--- config.mk ---
export PLATFORM = sky130hd
export DESIGN_NAME = stage_writeback_regfile
export DESIGN_NICKNAME = d
export VERILOG_FILES = /design/src/rtl/stage_writeback_regfile.sv
export SDC_FILE = /design/constraint.sdc
export NUM_CORES = 2
export LEC_CHECK = 0
export BUFFER_PORTS_ARGS = -buffer_cell sky130_fd_sc_hd__clkbuf_2
export CELL_PAD_IN_SITES_DETAIL_PLACEMENT = 1
export CELL_PAD_IN_SITES_GLOBAL_PLACEMENT = 1
export CORE_MARGIN = 1
export CORE_UTILIZATION = 49
export CTS_CLUSTER_DIAMETER = 30
export DETAILED_ROUTE_END_ITERATION = 7
export PLACE_DENSITY_LB_ADDON = 0.1
export SETUP_SLACK_MARGIN = 0.5
export SLEW_MARGIN = 20
export SYNTH_ARGS = -nofsm -noshare
export SYNTH_HDL_FRONTEND = slang
export SYNTH_SLANG_ARGS = --single-unit
--- constraint.sdc ---
create_clock -name clock -period 2.7 [get_ports clock]
set_input_delay 0.27 -clock clock [delete_from_list [all_inputs] [get_ports clock]]
set_output_delay 0.27 -clock clock [all_outputs]
set_load 0.02 [all_outputs]
--- src/rtl/stage_writeback_regfile.sv ---
// MEM/WB pipeline latch, writeback select and 32x32 register file with two
// write-through bypassed read ports for decode.
module stage_writeback_regfile #(
    parameter int unsigned DATA_W   = 32,
    parameter int unsigned NREGS    = 32,
    parameter logic [4:0]  LINK_REG = 5'd15,
    parameter logic [4:0]  STAT_REG = 5'd30
) (
    input  logic              clock,
    input  logic              reset_n,
    input  logic              wb_stall,
    input  logic              in_valid,
    input  logic [4:0]        in_opcode,
    input  logic [4:0]        in_rd,
    input  logic [DATA_W-1:0] in_alu_result,
    input  logic [DATA_W-1:0] in_mem_data,
    input  logic [DATA_W-1:0] in_pc_plus1,
    input  logic [26:0]       in_target,
    input  logic [4:0]        ctrl_readRegA,
    input  logic [4:0]        ctrl_readRegB,
    output logic [DATA_W-1:0] data_readRegA,
    output logic [DATA_W-1:0] data_readRegB,
    output logic              wb_we,
    output logic [4:0]        wb_addr,
    output logic [DATA_W-1:0] wb_data
);

    localparam logic [4:0] OP_R    = 5'b00000;
    localparam logic [4:0] OP_ADDI = 5'b00101;
    localparam logic [4:0] OP_LW   = 5'b01000;
    localparam logic [4:0] OP_JAL  = 5'b00011;
    localparam logic [4:0] OP_SETX = 5'b10101;

    logic              valid_q,  valid_d;
    logic [4:0]        opcode_q, opcode_d;
    logic [4:0]        rd_q,     rd_d;
    logic [DATA_W-1:0] alu_q,    alu_d;
    logic [DATA_W-1:0] mem_q,    mem_d;
    logic [DATA_W-1:0] pc1_q,    pc1_d;
    logic [26:0]       target_q, target_d;

    logic [DATA_W-1:0] regs_q [NREGS];
    logic [DATA_W-1:0] regs_d [NREGS];

    logic wr_class;

    // MEM/WB latch next-state: a stall simply re-selects the held contents.
    always_comb begin
        // NOTE: every always_comb output gets a default first so no path leaves it unassigned (no latch).
        valid_d  = valid_q;
        opcode_d = opcode_q;
        rd_d     = rd_q;
        alu_d    = alu_q;
        mem_d    = mem_q;
        pc1_d    = pc1_q;
        target_d = target_q;
        if (!wb_stall) begin
            valid_d  = in_valid;
            opcode_d = in_opcode;
            rd_d     = in_rd;
            alu_d    = in_alu_result;
            mem_d    = in_mem_data;
            pc1_d    = in_pc_plus1;
            target_d = in_target;
        end
    end

    always_comb begin
        wr_class = 1'b0;
        wb_addr  = rd_q;
        wb_data  = alu_q;
        case (opcode_q)
            OP_R, OP_ADDI: wr_class = 1'b1;
            OP_LW: begin
                wr_class = 1'b1;
                wb_data  = mem_q;
            end
            OP_JAL: begin
                wr_class = 1'b1;
                wb_addr  = LINK_REG;
                wb_data  = pc1_q;
            end
            OP_SETX: begin
                wr_class = 1'b1;
                wb_addr  = STAT_REG;
                wb_data  = {{(DATA_W-27){1'b0}}, target_q};
            end
            default: wr_class = 1'b0;
        endcase
        wb_we = valid_q & wr_class & (wb_addr != 5'd0);
    end

    // A held (stalled) instruction rewrites the same value each cycle; harmless.
    always_comb begin
        regs_d = regs_q;
        if (wb_we) begin
            regs_d[wb_addr] = wb_data;
        end
    end

    // Read ports: r0 is hard zero, then the in-flight write wins over the array.
    always_comb begin
        data_readRegA = regs_q[ctrl_readRegA];
        if (ctrl_readRegA == 5'd0) begin
            data_readRegA = '0;
        end else if (wb_we && (ctrl_readRegA == wb_addr)) begin
            data_readRegA = wb_data;
        end

        data_readRegB = regs_q[ctrl_readRegB];
        if (ctrl_readRegB == 5'd0) begin
            data_readRegB = '0;
        end else if (wb_we && (ctrl_readRegB == wb_addr)) begin
            data_readRegB = wb_data;
        end
    end

    always_ff @(posedge clock) begin
        // NOTE: sequential state uses non-blocking (<=) so all flops update from pre-edge values.
        if (!reset_n) begin
            valid_q  <= 1'b0;
            opcode_q <= '0;
            rd_q     <= '0;
            alu_q    <= '0;
            mem_q    <= '0;
            pc1_q    <= '0;
            target_q <= '0;
            // NOTE: the register array is architecturally cleared on reset, so it is built from flops, not RAM.
            regs_q   <= '{default: '0};
        end else begin
            valid_q  <= valid_d;
            opcode_q <= opcode_d;
            rd_q     <= rd_d;
            alu_q    <= alu_d;
            mem_q    <= mem_d;
            pc1_q    <= pc1_d;
            target_q <= target_d;
            regs_q   <= regs_d;
        end
    end

endmodule

==> run_results.csv, run 1 <==
group,metric,value,unit
clocking,htree_levels,5,
die,row_count,129,
synthesis,ys_warn_count,0,
place,place.gp.congestion,0.870,
synthesis,synthesis.area,61000,sq um
global_route,grt_usage,75.6,%
status,status,"stopped before the end",
timing,worst_path_end_type,"output port",
place,dp_hpwl,158000,um
die,die_h,355,um
synthesis,syn_area_per_cell,9.39,sq um
synthesis,synth_top_cell_by_area,"dfxtp_1",
synthesis,synth_area_leaders,"dfxtp_1, mux4_2, and2_1, o21ai_0, nand2_1",
clocking,clockBufferDepth,4,
timing,crit_endpoint,"data_readRegA[9]",
synthesis,syn-num-nets,6643,
synthesis,ys_ff_latch,1158,
synthesis,async_flop_share,0,%
place,pre_cts_ws,-266,ps
synthesis,synth_edf_count,0,
synthesis,synthCells,6496,
status,tool.error,"[ERROR GRT-0232] Routing congestion too high. Check the congestion heatmap in the GUI.",
die,io-pin-count,249,
synthesis,ys_types,65,
place,portBuffers,248,
synthesis,yosysSeqAreaShare,38.0,%
global_route,antenna_found_initial,80,
global_route,overflow,41,
synthesis,synth_top_area_share,38.0,%
synthesis,synth_ff_type,"dfxtp_1",
status,stop_stage,"global routing (5_1_grt)",
clocking,cts_num_sinks,1158,
clocking,clk_root_buffer_cell,"clkbuf_16",
clocking,cts_buffers,303,
die,initial_core_util,49.3,%
global_route,grt_max_degree,135,
die,die_width,355,um
## synthesized netlist by cell type, drive strengths merged (2+ instances only)
master	instances
o211ai	11
mux2	9
nor2	94
and4bb	2
and3	14
nand2	1076
a31o	27
and2	920
a22oi	69
nor3b	2
o21ai	902
mux2i	403
a32oi	27
a22o	4
dfxtp	1158
nor4	5
a31oi	5
or2	4
mux4	462
o31ai	18
o211a	111
a21oi	64
nand2b	6
buf	173
nor2b	173
inv	39
nor3	41
a21boi	2
a211oi	70
xnor2	3
o2111ai	18
clkbuf	476
a221oi	14
o22ai	5
nand3	50
nand4	10
a2111oi	18
## routing by layer
layer	track usage, %	GRT overflow
met3	64.9	21
met2	89.5	5
met1	74.7	0
met4	71.1	14
met5	50.3	1
## kinds of logic after synthesis
| logic type | share of synthesized area [%] |
|---|---|
| and+or+nand+nor | 20.0 |
| AOI/OAI and AO/OA | 13.6 |
| DFF | 38.0 |
| muxes | 23.8 |
| buffers and inverters | 4.53 |
| xor gates and xnor gates | 0.0574 |
## repair_timing
| item | 4_1_cts |
|---|---|
| endpoints found under the setup margin | 1094 |
| pin swaps | 28 |
| hold buffers | 177 |
| gates cloned | 9 |
| buffers inserted | 27 |
| gates resized for setup | 317 |
| hold endpoints to repair | 177 |
## through the flow
stage | std cells | util, % | instance area, sq um | setup TNS (ps) | hold WS [ps]
floorplan | 6496 | - | 62400 | 0 | 436
global placement | 8280 | 56.0 | 69300 | -4560 | 455
detailed placement | 8280 | 56.0 | 69300 | -23980 | 467
CTS | 9014 | 67.2 | 83100 | -132620 | 0.782
==> inputs of run 2 (changes only) <==
==> config.mk (replaced) <==
export PLATFORM = sky130hd
export DESIGN_NAME = stage_writeback_regfile
export DESIGN_NICKNAME = d
export VERILOG_FILES = /design/src/rtl/stage_writeback_regfile.sv
export SDC_FILE = /design/constraint.sdc
export NUM_CORES = 2
export LEC_CHECK = 0
export BUFFER_PORTS_ARGS = -buffer_cell sky130_fd_sc_hd__clkbuf_2
export CORE_MARGIN = 1
export CORE_UTILIZATION = 40
export DETAILED_ROUTE_END_ITERATION = 7
export PLACE_DENSITY_LB_ADDON = 0.15
export SLEW_MARGIN = 20
export SYNTH_ARGS = -nofsm -noshare
export SYNTH_HDL_FRONTEND = slang
export SYNTH_SLANG_ARGS = --single-unit
==> run 2 against run 1 <==
Compared with the run above:
- the flow now finishes, with violations (setup timing)
- synthesized cell count stayed put
- synthesized area stayed put
==> run_results.csv, run 2 <==
group,metric,value,unit
layout,drive_gt1_share,26.3,%
place,portBuffers,248,
power_and_ir_drop,pwr-share-seq,41.9,%
power_and_ir_drop,p_switching,0.0109,W
synthesis,syn_area_per_cell,9.39,sq um
synthesis,ys_types,65,
place,dp_hpwl,153000,um
synthesis,synthesis.area,61000,sq um
synthesis,synth_edf_count,0,
synthesis,synth_top_area_share,38.0,%
layout,regMostFlops,"regs_q",
critical_path,worst_setup_path_end_kind,"output port",
clocking,clockBufferDepth,3,
layout,layout.cells.non_filler,9169,
drt,vias,51700,
timing,final-setup-viol-count,97,
run,cap_violations,0,
timing,finalHoldViolCount,0,
clocking,clk_latency,780,ps
synthesis,synth.most_common_cell,"dfxtp_1",
global_route,grt_usage,29.5,%
clocking,cts_tree,"done",
synthesis,synthCells,6496,
die,initial_core_util,40.5,%
critical_path,cp-start-kind,"flop",
synthesis,yosysSeqAreaShare,38.0,%
global_route,grt_pass1_wl,338000,um
status,violations,"setup timing",
synthesis,synth_ff_type,"dfxtp_1",
drt,drt-total-wl,230000,um
clocking,htree_levels,4,
synthesis,async_flop_share,0,%
clocking,cts_num_sinks,1158,
die,io-pin-count,249,
layout,final_util,52.1,%
clocking,clk_root_buffer_cell,"clkbuf_16",
clocking,cts_buffers,135,
timing,fin_worst_skew,24.9,ps
die,core_area,151000,sq um
drt,ant_nets,0,
worst_hold_path,min_from,"wb_stall",
synthesis,ys_warn_count,0,
timing,timing.slew.headroom,24.1,%
die,die_width,393,um
critical_path,cp_data_required_time,2430,ps
timing,timing.final.ws_setup,-913,ps
die,die_h,393,um
synthesis,ys_ff_latch,1158,
layout,area_growth,28.7,%
critical_path,critPathKind,"flop to output port",
critical_path,startpoint,"opcode_q[4]$_SDFFE_PN0N_",
drt,drt_iter0_drc,4598,
timing,tns,-64410,ps
drt,vias_per_cell,5.64,
layout,largest_reg_flops,1024,
die,die_area,154000,sq um
synthesis,synthTopCellsByCount,"dfxtp_1, nand2_1, and2_1, o21ai_0, clkbuf_1",
worst_hold_path,min_path_type,"primary input to flop",
critical_path,crit_arrival,3340,ps
layout,final_cell_mix,"dfxtp_1, nand2_1, and2_1",
global_route,overflow,0,
timing,fin_crit,3610,ps
critical_path,cpMaxStageDelayCell,"or3b_4",
timing,rsz0062_at_grt,"yes",
power_and_ir_drop,clockPowerShare,45.2,%
synthesis,syn-num-nets,6643,
die,row_count,142,
synthesis,synth_area_leaders,"dfxtp_1, mux4_2, and2_1, o21ai_0, nand2_1",
status,status,"finished with violations",
timing,fmax,277,MHz
critical_path,crit-reg2reg-launch,"opcode_q[2]$_SDFFE_PN0N_",
synthesis,synth_top_cell_by_area,"dfxtp_1",
clocking,clkTransAtPathRegs,60,ps
power_and_ir_drop,comb_power_share,12.9,%
drt,drt_first_pass_iters,5,
power_and_ir_drop,irDropWorstVdd,0.000682,V
power_and_ir_drop,p_leak,31.6,nW
place,place.gp.congestion,0.885,
global_route,grt_max_degree,143,
power_and_ir_drop,powerDensity,526,nW/um^2
layout,fin_nets,7196,
power_and_ir_drop,total_power,0.0413,W
global_route,grt_pass1_vias,50200,
timing,tightest_slew,1140,ps
layout,final_common_cell,"dfxtp_1",
critical_path,cpPeakStageDelay,420,ps
place,dp_cells,8727,
power_and_ir_drop,sw_frac_of_total,26.3,%
critical_path,worstPathMaxFanout,8,
drt,wl_per_cell,25.1,um
timing,slew_violations,0,
critical_path,path_cells,"or3b_4 > a21o_1 > and3_4 > nor4_4 > nand4_4 > buf_12 > buf_16 > o31ai_4 > clkbuf_8",
timing,fin_crit_sh,134,%
global_route,antenna_found_initial,8,
power_and_ir_drop,p_int,0.0305,W
drt,drc,0,
run 2: cell counts after synthesis:
No cell type changed its count.
run 2: final timing paths:
check / end / slack, ps / cells after the start
worst min-delay path: mem_q[18]$_SDFFE_PN0N_ / 50 / 3
worst max-delay path: data_readRegA[25] / -910 / 9
worst min register to register: regs_q[994]$_SDFFE_PN0P_ / 490 / 1
worst max register to register: regs_q[431]$_SDFFE_PN0P_ / 60 / 13
run 2: power by group through the flow:
stage	Clock, W	Sequential [W]	Combinational (W)
final	0.0187	0.0173	0.00534
after floorplan	0	0.0176	0.00226
after detailed placement	0	0.0177	0.00464
after CTS	0.0190	0.0173	0.00519
after global placement	0	0.0177	0.00463
after global routing	0.0196	0.0173	0.00556
run 2: cell families (layout without fill, tap and decap cells):
logic type / after synthesis / count (layout) / share of synthesized area (%)
simple gates: 2403 / 2403 / 20.0
buf+inv: 688 / 1340 / 4.53
xor+xnor: 4 / 4 / 0.0574
other cells: 0 / 5 / 0
flops: 1158 / 1158 / 38.0
compound gates: 1369 / 1369 / 13.6
mux: 874 / 874 / 23.8
run 2: per-layer routing:
metal	up-vias	wire (um)	global-route usage, %
met4	0	9970	11.8
met5	-	0	0
met1	25400	99900	40.3
li1	24000	-	-
met2	1852	104000	46.3
met3	430	17000	5.11
run 2: critical path: cells and delay by family, from the launching register on:
kind | cells | cell delay (ps)
buffers and inverters | 3 | 610
DFF | 1 | 320
AOI/OAI and AO/OA | 2 | 530
and+or+nand+nor | 4 | 1080
run 2: cell type report:
type	instances	area, sq um
diodes	5	12.5
well taps	2016	2520
multi-input cells	4650	36800
clock inverters	38	444
clock buffers	198	4020
fillers	13400	72200
repair buffers	1065	11300
flip-flops and latches	1158	23200
inverters	39	263
run 2: metrics by stage:
step,worst slack [ps],hold WS (ps),instance area (sq um)
after global placement,-818,455,70000
final,-913,54.3,78500
after global routing,-985,66.9,78500
after floorplan,-153,436,61300
after CTS,-969,17.8,78000
after detailed placement,-827,463,70000
run 2: what timing repair did:
item	in CTS	in global routing
gates resized for setup	332	202
setup buffers	48	24
endpoints found under the setup margin	100	201
hold buffers	138	0
pin swaps	31	30
cloned	13	4
endpoints found under the hold margin	165	0
(Power assumes the default switching activity.)
